## config.mk

```make
export PLATFORM = sky130hd
export DESIGN_NAME = button_event_fsm_flat
export DESIGN_NICKNAME = d
export VERILOG_FILES = /design/src/rtl/button_event_fsm_if.sv /design/src/rtl/button_event_fsm.sv /design/src/flat_wrapper.sv
export SDC_FILE = /design/constraint.sdc
export NUM_CORES = 1
export LEC_CHECK = 0
export ABC_AREA = 1
export BUFFER_PORTS_ARGS = -buffer_cell sky130_fd_sc_hd__buf_2
export CAP_MARGIN = 25
export CORE_MARGIN = 3
export CORE_UTILIZATION = 54
export DETAILED_ROUTE_END_ITERATION = 10
export MAX_ROUTING_LAYER = met4
export PLACE_DENSITY_LB_ADDON = 0.12
export SYNTH_ARGS = -nofsm -noshare
export SYNTH_HDL_FRONTEND = slang
export SYNTH_SLANG_ARGS = --single-unit
```

## constraint.sdc

```tcl
create_clock -name clk -period 1.5 [get_ports clk]
set_input_delay 0.15 -clock clk [delete_from_list [all_inputs] [get_ports clk]]
set_output_delay 0.15 -clock clk [all_outputs]
set_load 0.01 [all_outputs]
```

## src/rtl/button_event_fsm_if.sv

```systemverilog
// Debounced button level in, single-cycle button events out.
// master drives the level and consumes events; slave is the event FSM.
interface button_event_fsm_if;
    logic       btn_level;
    logic       press;
    logic       release_evt;
    logic       long_press;
    logic       repeat_evt;
    logic       held;
    logic [1:0] state;

    modport master (
        output btn_level,
        input  press, release_evt, long_press, repeat_evt, held, state
    );

    modport slave (
        input  btn_level,
        output press, release_evt, long_press, repeat_evt, held, state
    );
endinterface

```

## src/rtl/button_event_fsm.sv

```systemverilog
// Button level to press/release/long_press/repeat pulses; AUTO_REPEAT_EN enables repeat.
// Latency: 1 clk from a btn_level edge or hold threshold to its registered pulse.
// Backpressure: none; pulses are single-cycle and must be consumed in the cycle seen.
module button_event_fsm #(
    parameter int LONG_CYCLES   = 25_000_000,
    parameter int REPEAT_CYCLES = 5_000_000,
    parameter int CW            = 25
) (
    input  logic              clk,
    input  logic              reset,
    button_event_fsm_if.slave bus
);
    typedef enum logic [1:0] {
        IDLE    = 2'd0,
        PRESSED = 2'd1,
        HOLD    = 2'd2
    } state_t;

    localparam logic [CW-1:0] LONG_LAST = CW'(LONG_CYCLES - 1);

    if (LONG_CYCLES < 2 || REPEAT_CYCLES < 2 ||
        LONG_CYCLES >= (2 ** CW) || REPEAT_CYCLES >= (2 ** CW)) begin : g_bad_cfg
        $error("button_event_fsm: illegal LONG_CYCLES/REPEAT_CYCLES/CW");
    end

    state_t        st;
    logic [CW-1:0] cnt;
    logic          prev_q;
    logic          press_q, release_q, long_q, repeat_q, held_q;
    logic          rise, fall;

    assign rise = bus.btn_level & ~prev_q;
    assign fall = ~bus.btn_level & prev_q;

    always_ff @(posedge clk) begin
        if (reset) begin
            st        <= IDLE;
            cnt       <= '0;
            prev_q    <= 1'b1;   // a button held through reset must not look like a new press
            press_q   <= 1'b0;
            release_q <= 1'b0;
            long_q    <= 1'b0;
            repeat_q  <= 1'b0;
            held_q    <= 1'b0;
        end else begin
            prev_q    <= bus.btn_level;
            press_q   <= 1'b0;
            release_q <= 1'b0;
            long_q    <= 1'b0;
            repeat_q  <= 1'b0;
            case (st)
                IDLE: begin
                    if (rise) begin
                        st      <= PRESSED;
                        cnt     <= '0;
                        press_q <= 1'b1;
                        held_q  <= 1'b1;
                    end
                end
                PRESSED: begin
                    if (fall) begin
                        st        <= IDLE;
                        cnt       <= '0;
                        release_q <= 1'b1;
                        held_q    <= 1'b0;
                    end else if (cnt == LONG_LAST) begin
                        st     <= HOLD;
                        cnt    <= '0;
                        long_q <= 1'b1;
                    end else begin
                        cnt <= cnt + 1'b1;
                    end
                end
                HOLD: begin
                    // release outranks a repeat landing on the same cycle
                    if (fall) begin
                        st        <= IDLE;
                        cnt       <= '0;
                        release_q <= 1'b1;
                        held_q    <= 1'b0;
                    end else begin
`ifdef AUTO_REPEAT_EN
                        if (cnt == CW'(REPEAT_CYCLES - 1)) begin
                            cnt      <= '0;
                            repeat_q <= 1'b1;
                        end else begin
                            cnt <= cnt + 1'b1;
                        end
`else
                        cnt <= '0;
`endif
                    end
                end
                default: begin
                    st     <= IDLE;
                    cnt    <= '0;
                    held_q <= 1'b0;
                end
            endcase
        end
    end

    assign bus.press       = press_q;
    assign bus.release_evt = release_q;
    assign bus.long_press  = long_q;
    assign bus.repeat_evt  = repeat_q;
    assign bus.held        = held_q;
    assign bus.state       = st;
endmodule

```

## src/flat_wrapper.sv

```systemverilog
// flat-port wrapper written by rule: the top's interface ports become plain ports
module button_event_fsm_flat 
#(
    parameter int LONG_CYCLES   = 25_000_000,
    parameter int REPEAT_CYCLES = 5_000_000,
    parameter int CW            = 25
)
  (clk, reset, bus_btn_level, bus_press, bus_release_evt, bus_long_press, bus_repeat_evt, bus_held, bus_state);
  button_event_fsm_if bus_i ();
  input  logic clk;
  input  logic reset;
  input wire logic [$bits(bus_i.btn_level)-1:0] bus_btn_level;
  output wire logic [$bits(bus_i.press)-1:0] bus_press;
  output wire logic [$bits(bus_i.release_evt)-1:0] bus_release_evt;
  output wire logic [$bits(bus_i.long_press)-1:0] bus_long_press;
  output wire logic [$bits(bus_i.repeat_evt)-1:0] bus_repeat_evt;
  output wire logic [$bits(bus_i.held)-1:0] bus_held;
  output wire logic [$bits(bus_i.state)-1:0] bus_state;
  assign bus_i.btn_level = bus_btn_level;
  assign bus_press = bus_i.press;
  assign bus_release_evt = bus_i.release_evt;
  assign bus_long_press = bus_i.long_press;
  assign bus_repeat_evt = bus_i.repeat_evt;
  assign bus_held = bus_i.held;
  assign bus_state = bus_i.state;
  button_event_fsm #(.LONG_CYCLES(LONG_CYCLES), .REPEAT_CYCLES(REPEAT_CYCLES), .CW(CW)) u_core (.clk(clk), .reset(reset), .bus(bus_i));
endmodule
```

Word level (Yosys, flattened, before mapping)
Cells that the tools add are included.
- output and inout bits: 7
- memories kept: 0
- input bits: 3
- RAM bits: 0
- bits in read-only memories: 0
- bits in latches: 0
- word-level logic and storage cells: 44
- bits in registers: 32
- $mul: 0
- equal/unequal tests: 7
- order comparisons: 0
- divide/modulo/power cells: 0
- multiplexer cells: 15
- $add $sub $neg: 1
- bitwise logic cells: 7
- reductions and logical operators: 7
- shift-type cells: 0
- operators by type and width (operator ; number):
    25-bit 2-to-1 mux ; 3
    25-bit one-hot mux with 2 select lines ; 1
    25-bit by 1-bit adder with 25-bit output, second input constant ; 1
    25-bit equality test, second input constant ; 1
    2-bit 2-to-1 mux ; 4
    2-bit by 1-bit != test with 1-bit output, second input constant ; 3
    2-bit one-hot mux with 3 select lines ; 1
    2-bit OR reduction ; 3
    1-bit 2-to-1 mux ; 5
    1-bit NOT ; 5
    3-bit by 1-bit != test with 1-bit output, second input constant ; 1
    3-bit AND reduction ; 1
    3-bit OR reduction ; 1
    1-bit AND ; 2
    2-bit by 1-bit equality test with 1-bit output, second input constant ; 1
    2-bit equality test, second input constant ; 1
    2-bit logical NOT ; 1
    1-bit one-hot mux with 2 select lines ; 1
    2-bit AND reduction ; 1

Logic depth before layout (Yosys ltp)
Gate-level depths: netlist of run 1.
- depth after elaboration: 4
- gate-level depth with buffers: 11
- mapped depth without buffers: 11

Worst setup path before layout of run 1
No wires, ideal clock.
- kind: register to register
- from: reg u_core.st[0], in the netlist u_core.bus.state[0]
- to: reg u_core.cnt[24]
- path buffers: 0
- library setup time: 0.113 ns
- data required time: 1.387 ns
- arrival time: 1.476 ns
- clock period less this slack: 1.590 ns
- slack: -0.090 ns
- cell stages (with the launch flop): 11
- cells stage by stage: dfxtp_1 inv_1 ha_1 inv_1 a21oi_4 nor2_4 nand2_1 nor3_1 nand3_1 nand2_1 nor2_1
- longest elaborated chain between the ends: 2
- elaborated cells between the ends (all ways): 4
- those cells by class: 2 x eq/ne; 1 x mux; 1 x reduce/logical
- RTL lines (what ; line ; source):
    start: declaration ; button_event_fsm.sv:26 ; state_t st;
    start signal: assignment ; button_event_fsm.sv:37 ; st <= IDLE;
    start signal: assignment ; button_event_fsm.sv:54 ; st <= PRESSED;
    start signal: assignment ; button_event_fsm.sv:62 ; st <= IDLE;
    2-bit by 1-bit equality test with 1-bit output or 2-bit logical NOT (tied branches) ; button_event_fsm.sv:51 ; case (st)
    25-bit one-hot mux with 2 select lines or 2-bit by 1-bit != test with 1-bit output (tied branches) ; -- ;
    end signal: assignment ; button_event_fsm.sv:71 ; cnt <= cnt + 1'b1;
    end: declaration ; button_event_fsm.sv:27 ; logic [CW-1:0] cnt;
Parallel ways exist; a longest one is shown, timed or not.
A chain may end at the register's enable or synchronous reset.

Worst setup path in the final report of run 1
- from: reg u_core.cnt[1]
- to: reg u_core.cnt[8]
- longest elaborated chain between the ends: 4
- elaborated cells between the ends (all ways): 5
- those cells by class: 1 x add/sub; 1 x eq/ne; 3 x mux
- RTL lines (what ; line ; source):
    25-bit by 1-bit adder with 25-bit output or 25-bit equality test (tied branches) ; button_event_fsm.sv:71, button_event_fsm.sv:66 ;
    25-bit 2-to-1 mux * ; button_event_fsm.sv:66 ; end else if (cnt == LONG_LAST) begin
    25-bit 2-to-1 mux * ; button_event_fsm.sv:61 ; if (fall) begin
    25-bit one-hot mux with 2 select lines * ; button_event_fsm.sv:51 ;
Every way passes the cells marked *; elsewhere a longest branch is shown, timed or not.

==> metrics.md, run 1 <==
| Metric | Value |
|---|---|
| Reg area | approximately 650 sq um |
| Utilization after layout | 74.23% |
| Largest area contributor in the netlist | dfxtp_1 |
| Top-count cell post-synth | nand2_1 |
| Via count | 1653 |
| Largest net degree at the start of global routing | 19 |
| Post-Syn Instances | approximately 250 |
| # fillers | 237 |
| Min Tclk post-route | roughly 1.5 ns |
| P&R area growth vs syn | 29.23% |
| Antenna Nets Post-Route | 0 |
| Vias/cell | 5.071 |
| Placed cells | about 310 |
| First-pass GRT wire length | 6.582 mm |
| Number of I/O pins | 10 |
| Crit. End Element | flip-flop |
| Ys async rst share | 0% |
| # nets final | 289 |
| Clock latency on the worst-skew pair | 0.34 ns |
| CTS root buf | clkbuf_4 |
| Share of Yosys cell area claimed by the top area cell type | 36.23% |
| RSZ-0062 raised after global routing | yes |
| Overall power | 2.747 mW |
| Final instance area | about 0.0023 sq mm |
| MaxCap Viol Count | 0 |
| Max VDD drop | between 0.6 and 0.7 mV |
| Std cell rows | 20 |
| Die Y | 63.22 um |
| Worst hold endpoint | u_core.prev_q |
| Final Skew | 0.009274 ns |
| R2r endpoint | u_core.cnt[8] |
| Worst-case reg-to-reg path depth | 11 |
| Final Hold Viols | 0 |
| GP Congestion | 0.8979 |
| Post-Syn Nets | 252 |
| Highest Clock Rate | between 0.6 and 0.7 GHz |
| Post-detailed-route wirelength per cell | roughly 13 um |
| Ratio of cells with drive above 1 in the final layout | 36.88% |
| Maximum fanout along the worst path | 5 |
| TritonCTS clock tree | built |
| Reg2Reg Launch Point | u_core.cnt[1] |
| Synth top cells by count | nand2_1 (49), nor2_1 (40), inv_1 (34) |
| Clock slew at reported path FFs | 0.10 ns |
| Setup slack, reg-to-reg | 0.03 ns |
| Hold Path Class | input port to flip-flop |
| Post-synth cell types | 33 |
| Iteration-0 DRC Markers | 133 |
| Setup TNS | 0 ns |
| CP startpoint kind | flip-flop |
| Worst Path Required | roughly 1.7 ns |
| Top post-synthesis cells by area | dfxtp_1 (36%), nand2_1 (10%), nor2_1 (8.5%) |
| Initial Utilization | 57.44% |
| Dominant synthesized flop cell | dfxtp_1 |
| Layout Cells excl Fill | 326 |
| Total GRT Usage | 21.59% |
| EDFF count, synth | 0 |
| Chip width | 63.22 um |
| DIE AREA | 0.003997 sq mm |
| Register bit count reported by yosys | 32 |
| Hold depth | 2 |
| Vias in the first global route | 1550 |
| CTS buffer count | 5 |
| Synthesized area per cell | 7.216 sq um |
| # setup viols final | 0 |
| DRC | 0 |
| Period utilization | a little over nine tenths |
| Cell Pwr Density | about 1200 mW/mm^2 |
| Leakage power | around 0.97 nW |
| Number of H-tree levels | 2 |
| Status | finished clean |
| Dpl ws | -0.01421 ns |
| CTS Sinks | 32 |
| Synth warn | 0 |
| HP Start | bus_btn_level |
| Final critical-path setup slack | ~0.034 ns |
| ANT cells | 0 |
| Dpl hpwl | roughly 2.8 mm |
| CORE AREA | 0.003078 sq mm |
| CTS Buffer Depth | 2 |
| First drt pass iteration count | 5 |
| Grt ovf | 0 |
| Syn Std Cell Area | 0.001768 sq mm |
| PortBufs | 8 |
| Hold_ws | ~0.10 ns |
| Initial antenna violation count | 0 |
| Final slew viol count | 0 |
| Area of placed instances | 0.002012 sq mm |
| Critical path type | flip-flop to flip-flop |
| Seq/Total Area, Yosys | 36.23% |
| Multi-input gate area | roughly 0.0011 sq mm |
| CP arrival | around 1.7 ns |
| Wirelength, routed | 4.079 mm |
[cell usage in the layout (no fill, tap or decap), types with 4 or more instances in the layout]
cell / synthesis / final
nand2_1: 49 / 45
nor2_1: 40 / 32
inv_1: 34 / 29
dfxtp_1: 32 / 21
buf_4: 1 / 19
nand3_1: 16 / 13
nor3_1: 14 / 11
dfxtp_2: 0 / 11
nor2_2: 2 / 9
nand2_2: 5 / 8
buf_2: 0 / 8
nor3_2: 5 / 7
inv_2: 1 / 6
xor2_1: 7 / 6
clkbuf_4: 0 / 5
a21oi_1: 6 / 4
[where the power goes]
group	total (mW)	switching, mW	internal [mW]	leakage [nW]
sequential	0.968	0.0483	0.919	0.264
clock	0.560	0.294	0.265	0.0374
combinational	1.22	0.628	0.592	0.665
total	2.75	0.970	1.78	0.967
[kinds of logic after synthesis]
logic type,count (synthesis),synth area share [%]
and+or+nand+nor,144,40.41
buffers and inverters,39,9.766
DFF,32,36.23
AOI/OAI and AO/OA,16,6.087
xor gates and xnor gates,9,4.459
adders and majority gates,4,2.831
other,1,0.2121
[repair_timing]
item | in CTS | in global routing
gates cloned | 0 | 2
setup endpoints to repair | 22 | 27
hold endpoints to repair | 0 | 1
setup buffers | 0 | 2
hold buffers | 0 | 1
pin swaps | 0 | 7
resized for setup | 3 | 41
[sequential cells by signal, summed over array words and instances, names as in the netlist]
register                flops
u_core.cnt                 25
u_core.bus.state            2
u_core.bus.press            1
u_core.bus.long_press       1
u_core.prev_q               1
u_core.bus.held             1
u_core.bus.release_evt      1
[worst max-delay path, cell delays in order (launching register included)]
cell,delay [ns]
dfxtp_2,0.37
ha_4,0.15
nand2_4,0.07
inv_2,0.07
nand3_2,0.05
nor2_1,0.09
nand2_1,0.09
nand2_2,0.11
nand2_4,0.08
nand2_8,0.09
clkbuf_16,0.16
nor2_1,0.04
[final cells by class]
| cell class | instances | area share (%) |
|---|---|---|
| clock buffer | 7 | 2.848 |
| sequential | 32 | 28.64 |
| multi-input combinational | 174 | 47.59 |
| inverter | 35 | 5.750 |
| timing repair buffer | 34 | 12.76 |
| tap | 44 | 2.410 |
[worst max-delay path by stage]
stage                                    from              to  slack, ns  depth (start not counted)
after global routing            u_core.cnt[9]  u_core.cnt[10]      -0.08                         11
final                           u_core.cnt[1]   u_core.cnt[8]       0.03                         11
after CTS                       u_core.cnt[1]   u_core.cnt[5]     -0.002                         11
after floorplan           u_core.bus.state[0]  u_core.cnt[17]      0.007                         10
after global placement          u_core.cnt[0]   u_core.cnt[0]     -0.003                         11
after detailed placement        u_core.cnt[0]   u_core.cnt[5]      -0.01                         11
[routing by layer]
| metal | vias to the layer above | share of wire, % | track usage [%] |
|---|---|---|---|
| li1 | 847 | - | - |
| met1 | 746 | 45 | 25.25 |
| met2 | 50 | 47 | 33.99 |
| met3 | 10 | 5.2 | 6.061 |
| met4 | 0 | 2.3 | 10.78 |
| met5 | - | 0 | - |
(Power assumes the default switching activity.)
==> run 2, diff against run 1 <==
- BUFFER_PORTS_ARGS: -buffer_cell sky130_fd_sc_hd__buf_2 -> unset
- CORE_UTILIZATION: 54 -> 56
- DONT_BUFFER_PORTS: unset -> 1
- PLACE_DENSITY: unset -> 0.73
- PLACE_DENSITY_LB_ADDON: 0.12 -> unset
==> run 2 against run 1 <==
Effect of this change: die area is 3.2% lower; core utilization is 3.1 points higher; setup slack got worse by 0.0085 ns; highest routed layer unchanged.
==> metrics.md, run 2 (same netlist as run 1, synthesis figures left out) <==
| Metric | Value |
|---|---|
| Total GRT Usage | 20.73% (-0.86 points) |
| CP arrival | 1.71 ns (about the same) |
| Post-detailed-route wirelength per cell | 12.67 um (+1.3%) |
| Highest Clock Rate | 0.6784 GHz (-0.58%) |
| Wirelength, routed | 4.042 mm (-0.91%) |
| # setup viols final | 0 (unchanged) |
| RSZ-0062 raised after global routing | yes |
| Final Skew | 0.01351 ns (+0.004234 ns) |
| First drt pass iteration count | 5 (unchanged) |
| First-pass GRT wire length | 6.258 mm (-4.9%) |
| Worst Path Required | 1.73 ns (about the same) |
| Clock slew at reported path FFs | 0.10 ns (about the same) |
| Std cell rows | 19 (-5.0%) |
| Leakage power | 0.9253 nW (-4.3%) |
| Placed cells | 308 (-1.9%) |
| Setup slack, reg-to-reg | 0.03 ns (about the same) |
| Top Layer Used | met4 |
| Sequential power share | 37.3% (+2.1 points) |
| Final slew viol count | 0 (unchanged) |
| Max VDD drop | 0.7608 mV (+8.9%) |
| Hold Path Class | input port to flip-flop |
| Number of H-tree levels | 2 (unchanged) |
| Maximum fanout along the worst path | 5 (unchanged) |
| Grt ovf | 0 (unchanged) |
| Max reg flops | 25 (unchanged) |
| MaxCap Viol Count | 0 (unchanged) |
| Clock power frac | 17.6% (-2.8 points) |
| Switching Fraction | 36.44% (+1.1 points) |
| Crit-path cells | ha_4 > nand2_4 > inv_2 > nand3_2 > nor2_1 > nand2_1 > nand2_2 > nand2_4 > nand2_8 > clkbuf_16 > nor3_2 |
| Commonest non-fill, non-tap cells in the layout | nand2_1 (47), inv_1 (29), nor2_1 (28), dfxtp_1 (26), buf_4 (23) |
| CORE AREA | 0.002877 sq mm (-6.5%) |
| Initial antenna violation count | 0 (unchanged) |
| Vias/cell | 5.125 (+1.1%) |
| Reg2Reg Launch Point | u_core.cnt[1] |
| Combinational power share | 45.0% (+0.6 points) |
| Period utilization | 98.27% (+0.57 points) |
| Ratio of cells with drive above 1 in the final layout | 32.49% (-4.4 points) |
| Crit. End Element | flip-flop |
| CTS Buffer Depth | 2 (unchanged) |
| Origin of the worst setup path | u_core.cnt[1] |
| WL met2 | 1.903 mm (-1.3%) |
| R2r endpoint | u_core.cnt[11] |
| Met1 WL | 1.816 mm (-1.5%) |
| # nets final | 284 (-1.7%) |
| Antenna Nets Post-Route | 0 (unchanged) |
| CTS buffer count | 5 (unchanged) |
| Layout Cells excl Fill | 319 (-2.1%) |
| Min Tclk post-route | 1.474 ns (+0.008509 ns) |
| CP startpoint kind | flip-flop |
| Setup TNS | 0 ns (unchanged) |
| TritonCTS clock tree | built |
| Chip width | 62.19 um (-1.6%) |
| CP peak stage delay | 0.37 ns (about the same) |
| Worst-case reg-to-reg path depth | 11 (unchanged) |
| DRC | 0 (unchanged) |
| Crit path capture | u_core.cnt[11] |
| GP Congestion | 0.9572 (+6.6%) |
| Final Hold Viols | 0 (unchanged) |
| PortBufs | 0 (-8) |
| ANT cells | 0 (unchanged) |
| Crit-path most repeated cell | nand2_4 |
| Number of I/O pins | 10 (unchanged) |
| Clock latency on the worst-skew pair | 0.34 ns (about the same) |
| P&R area growth vs syn | 25.83% |
| Utilization after layout | 77.34% (+3.1 points) |
| CTS Sinks | 32 (unchanged) |
| Die Y | 62.19 um (-1.6%) |
| Dpl hpwl | 2.853 mm (+3.7%) |
| Psw | 0.9476 mW (-2.4%) |
| Cell Pwr Density | 1169 mW/mm^2 (-2.8%) |
| Status | finished clean |
| Largest net degree at the start of global routing | 12 (-7) |
| Met3 routed WL | 255 um (+20%) |
| Via count | 1635 (-1.1%) |
| Initial Utilization | 61.46% (+4.0 points) |
| Biggest register | u_core.cnt |
| Slowest CP cell | dfxtp_2 |
| Vias in the first global route | 1494 (-3.6%) |
| DIE AREA | 0.003867 sq mm (-3.2%) |
| CTS root buf | clkbuf_4 |
| Critical path type | flip-flop to flip-flop |
| Iteration-0 DRC Markers | 124 (-6.8%) |
| Power Internal | 1.653 mW (-7.0%) |
| Most common cell after layout, fill and taps aside | nand2_1 |
## run 2: cell type report
type | instances | area (sq um)
Tap cell | 42 | 52.55
Clock inverter | 1 | 5.005
Fill cell | 208 | 651.9
Sequential cell | 32 | 648.1
Inverter | 35 | 131.4
Multi-Input combinational cell | 174 | 1077
Timing Repair Buffer | 29 | 269.0
Clock buffer | 6 | 41.29
## run 2: worst min-delay path by stage
stage	slack, ns	cells past startpoint	to	start
3_3_place_gp	0.23	1	u_core.bus.press	reset
3_5_place_dp	0.23	1	u_core.bus.press	reset
2_1_floorplan	0.23	1	u_core.bus.press	reset
6_report	0.12	3	u_core.bus.state[1]	reset
5_1_grt	0.16	3	u_core.bus.state[0]	reset
4_1_cts	0.09	3	u_core.bus.state[0]	reset
## run 2: worst max-delay path: cells and delay by family (launching register included)
kind	cells	cell delay, ns
buffers and inverters	2	0.23
and+or+nand+nor	8	0.62
DFF	1	0.37
adders and majority gates	1	0.15
## run 2: stage by stage
stage	area [sq um]	setup slack (ns)	hold slack [ns]	total power [mW]
floorplan	1775	0.007117	0.2268	1.569
global placement	1999	-0.007648	0.2312	1.934
detailed placement	1999	-0.01972	0.2308	1.947
CTS	2069	0.006815	0.09002	2.408
global route	2225	-0.1011	0.1580	2.755
finish	2225	0.02590	0.1231	2.600
## run 2: repair_timing
action	4_1_cts	5_1_grt
gates cloned	0	1
resized for setup	2	35
endpoints found under the hold margin	4	0
endpoints found under the setup margin	26	27
hold buffers	2	0
pin swaps	0	10
setup buffers	0	1
## run 2: power groups by stage
stage | Combinational [mW] | Sequential [mW] | Clock [mW]
2_1_floorplan | 0.584 | 0.985 | 0
6_report | 1.17 | 0.970 | 0.459
5_1_grt | 1.28 | 0.978 | 0.501
4_1_cts | 0.991 | 0.951 | 0.466
3_5_place_dp | 0.979 | 0.968 | 0
3_3_place_gp | 0.970 | 0.964 | 0
## run 2: metal layers
metal  vias to the layer above  GRT usage [%]
met5                         -              -
met4                         0          7.735
met3                         9          6.126
met2                        53          31.85
met1                       735          25.78
li1                        838              -
==> run 3, diff against run 2 <==
- ABC_AREA: 1 -> unset
==> run 3 against run 2 <==
Effect of this change: the flow now finishes with violations (negative hold slack, negative setup slack); critical endpoint is now u_core.cnt[4]; final cell count decreased by 10%; area after synthesis decreased by 2.5%; fmax decreased by 23%; clock skew decreased by 0.0059 ns; flip-flop and latch count unchanged; clock-buffer cell count unchanged; via count increased by 11%; synthesized cell count decreased by 19%; die area decreased by 2.3%; non-clock buffer count increased by 29; core utilization increased by 11 points.
==> metrics.md, run 3 <==
| Metric | Value |
|---|---|
| Biggest register | u_core.cnt |
| Status | complete, but fails checks |
| Setup slack, reg-to-reg | -0.43 ns (-0.45 ns) |
| Synth top cells by count | nor2_1 (33), dfxtp_1 (32), nand2_1 (20) |
| Post-Syn Nets | 206 (-18%) |
| CTS root buf | clkbuf_4 |
| DIE AREA | 0.003778 sq mm (-2.3%) |
| Period utilization | 128.4% (+30 points) |
| PortBufs | 0 (unchanged) |
| CP arrival | 2.16 ns (+0.45 ns) |
| First drt pass iteration count | 4 (-1) |
| Initial Utilization | 60.39% (-1.1 points) |
| Maximum fanout along the worst path | 6 (+1) |
| Number of H-tree levels | 2 (unchanged) |
| Initial antenna violation count | 0 (unchanged) |
| Seq/Total Area, Yosys | 37.18% (+0.95 points) |
| Top post-synthesis cells by area | dfxtp_1 (37%), nor2_1 (7.2%), xor2_1 (7.1%) |
| Vias in the first global route | 1605 (+7.4%) |
| Final critical-path setup slack | -0.4263 ns (-0.4522 ns) |
| Hold_ws | -0.1466 ns (-0.2698 ns) |
| Worst-case reg-to-reg path depth | 8 (-3) |
| Grt ovf | 0 (unchanged) |
| Iteration-0 DRC Markers | 243 (+96%) |
| MaxCap Viol Count | 0 (unchanged) |
| CTS Buffer Depth | 2 (unchanged) |
| HP Start | reset |
| Ys async rst share | 0% (unchanged) |
| Met1 WL | 2.306 mm (+27%) |
| Failing checks | negative hold slack, negative setup slack |
| Max VDD drop | 0.6990 mV (-8.1%) |
| Syn Std Cell Area | 0.001723 sq mm (-2.5%) |
| Clock latency on the worst-skew pair | 0.34 ns (about the same) |
| RSZ-0062 raised after global routing | yes |
| GP Congestion | 0.9580 (about the same) |
| Max reg flops | 25 (unchanged) |
| CORE AREA | 0.002853 sq mm (-0.83%) |
| Number of I/O pins | 10 (unchanged) |
| Dpl hpwl | 3.088 mm (+8.2%) |
| Hold depth | 1 (-2) |
| Top Layer Used | met4 |
| CP startpoint kind | flip-flop |
| Min Tclk post-route | 1.926 ns (+0.4522 ns) |
| Synthesized area per cell | 8.658 sq um (+20%) |
| Dominant synthesized flop cell | dfxtp_1 |
| Post-Syn Instances | 199 (-19%) |
| Leakage power | 0.9255 nW (about the same) |
| Share of Yosys cell area claimed by the top area cell type | 37.18% (+0.95 points) |
| WL met2 | 2.865 mm (+51%) |
| Chip width | 61.47 um (-1.2%) |
| CTS buffer count | 5 (unchanged) |
| # nets final | 262 (-7.7%) |
| Via count | 1816 (+11%) |
| TritonCTS clock tree | built |
| Largest area contributor in the netlist | dfxtp_1 |
| Vias/cell | 6.328 (+23%) |
| Area of placed instances | 0.002131 sq mm (+6.6%) |
| Most common cell after layout, fill and taps aside | buf_4 |
| Top-count cell post-synth | nor2_1 |
| Cell Pwr Density | 623.3 mW/mm^2 (-47%) |
| Register bit count reported by yosys | 32 (unchanged) |
| Reg2Reg Launch Point | u_core.cnt[20] |
| Final instance area | 0.002519 sq mm (+13%) |
| EDFF count, synth | 0 (unchanged) |
| Wirelength, routed | 5.939 mm (+47%) |
| Clock slew at reported path FFs | 0.11 ns (about the same) |
| Met3 routed WL | 510 um (+100%) |
| ANT cells | 0 (unchanged) |
| CTS Sinks | 32 (unchanged) |
| Final Hold Viols | 14 (+14) |
| Worst Path Required | 1.73 ns (about the same) |
| Critical path type | flip-flop to flip-flop |
| Die Y | 61.47 um (-1.2%) |
| # setup viols final | 28 (+28) |
| Antenna Nets Post-Route | 0 (unchanged) |
| CTS Hold Bufs | 2 (unchanged) |
| Crit. End Element | flip-flop |
| Synth warn | 0 (unchanged) |
| P&R area growth vs syn | 46.19% |
| Hold Path Class | input port to flip-flop |
| Final slew viol count | 0 (unchanged) |
| Highest Clock Rate | 0.5191 GHz (-23%) |
| DRC | 0 (unchanged) |
| Largest net degree at the start of global routing | 20 (+8) |
| R2r endpoint | u_core.cnt[4] |
| Post-synth cell types | 46 (+39%) |
| Post-detailed-route wirelength per cell | 20.69 um (+63%) |
| First-pass GRT wire length | 7.362 mm (+18%) |
| Commonest non-fill, non-tap cells in the layout | buf_4 (48), nor2_1 (20), nand2_1 (17), dfxtp_1 (16), dfxtp_2 (14) |
| Std cell rows | 19 (unchanged) |
| Setup TNS | -7.429 ns (-7.429 ns) |
| Worst hold endpoint | u_core.cnt[6] |
| Ratio of cells with drive above 1 in the final layout | 51.56% (+19 points) |
| Total GRT Usage | 27.25% (+6.5 points) |
| Final Skew | 0.007630 ns (-0.005878 ns) |
| Dpl ws | -0.1875 ns (-0.1678 ns) |
[run 3: worst max-delay path: stages, from the launching register on]
cell     delay (ns)
dfxtp_2        0.36
nand4_1        0.24
nor4_4         0.35
buf_4          0.19
a21oi_4        0.09
buf_4          0.14
buf_4          0.14
a32oi_1        0.24
nor2_1         0.08
[run 3: power by group]
group	internal (mW)	switching (mW)	total [mW]
clock network	0.223	0.319	0.543
logic	0.0742	0.0942	0.168
registers	0.852	0.00663	0.859
total	1.15	0.420	1.57
[run 3: per-layer routing]
metal | GRT usage, % | up-vias
met1 | 32.91 | 872
met4 | 10.61 | 0
li1 | - | 813
met3 | 6.289 | 28
met5 | - | -
met2 | 43.96 | 103
[run 3: repair_timing]
action,4_1_cts,5_1_grt
pin swaps,14,24
setup endpoints to repair,28,28
buffers inserted,2,5
resized for setup,11,48
endpoints found under the hold margin,15,14
cloned,0,1
[run 3: metrics by stage]
step                cells  power (mW)  hold WS [ns]  util [%]
floorplan             199      0.9673        0.2565         -
detailed placement    270      0.9952        0.2177     74.69
finish                287       1.570       -0.1466     88.29
CTS                   282       1.515       -0.1360     79.34
global placement      270      0.9906        0.2176     74.69
global route          287       1.600       -0.1585     88.29
[run 3: worst max-delay path by stage]
stage,slack (ns),depth (start not counted),startpoint,endpoint
after global placement,-0.12,6,u_core.cnt[24],u_core.bus.state[1]
after floorplan,-0.13,7,u_core.bus.state[0],u_core.cnt[10]
after global routing,-0.44,8,u_core.cnt[21],u_core.cnt[4]
final,-0.43,8,u_core.cnt[20],u_core.cnt[4]
after CTS,-0.20,7,u_core.cnt[0],u_core.cnt[10]
after detailed placement,-0.19,5,u_core.cnt[5],u_core.cnt[10]
[run 3: layout make-up]
type                            count  area, sq um
Timing Repair Buffer               58        501.7
Clock buffer                        6        51.30
Sequential cell                    32        665.6
Tap cell                           31        38.79
Fill cell                         138        334.1
Inverter                            5        18.77
Multi-Input combinational cell    153         1232
Clock inverter                      2        10.01
[run 3: cell families after synthesis]
logic type               count (synthesis)  synth area share (%)
AO/OA/AOI/OAI                           23                 10.17
XOR/XNOR                                17                 8.642
adder cells (fa/ha/maj)                  4                 2.905
buffers and inverters                   14                 5.373
flip-flops                              32                 37.18
other                                    1                0.2177
AND/OR/NAND/NOR                        108                 35.51
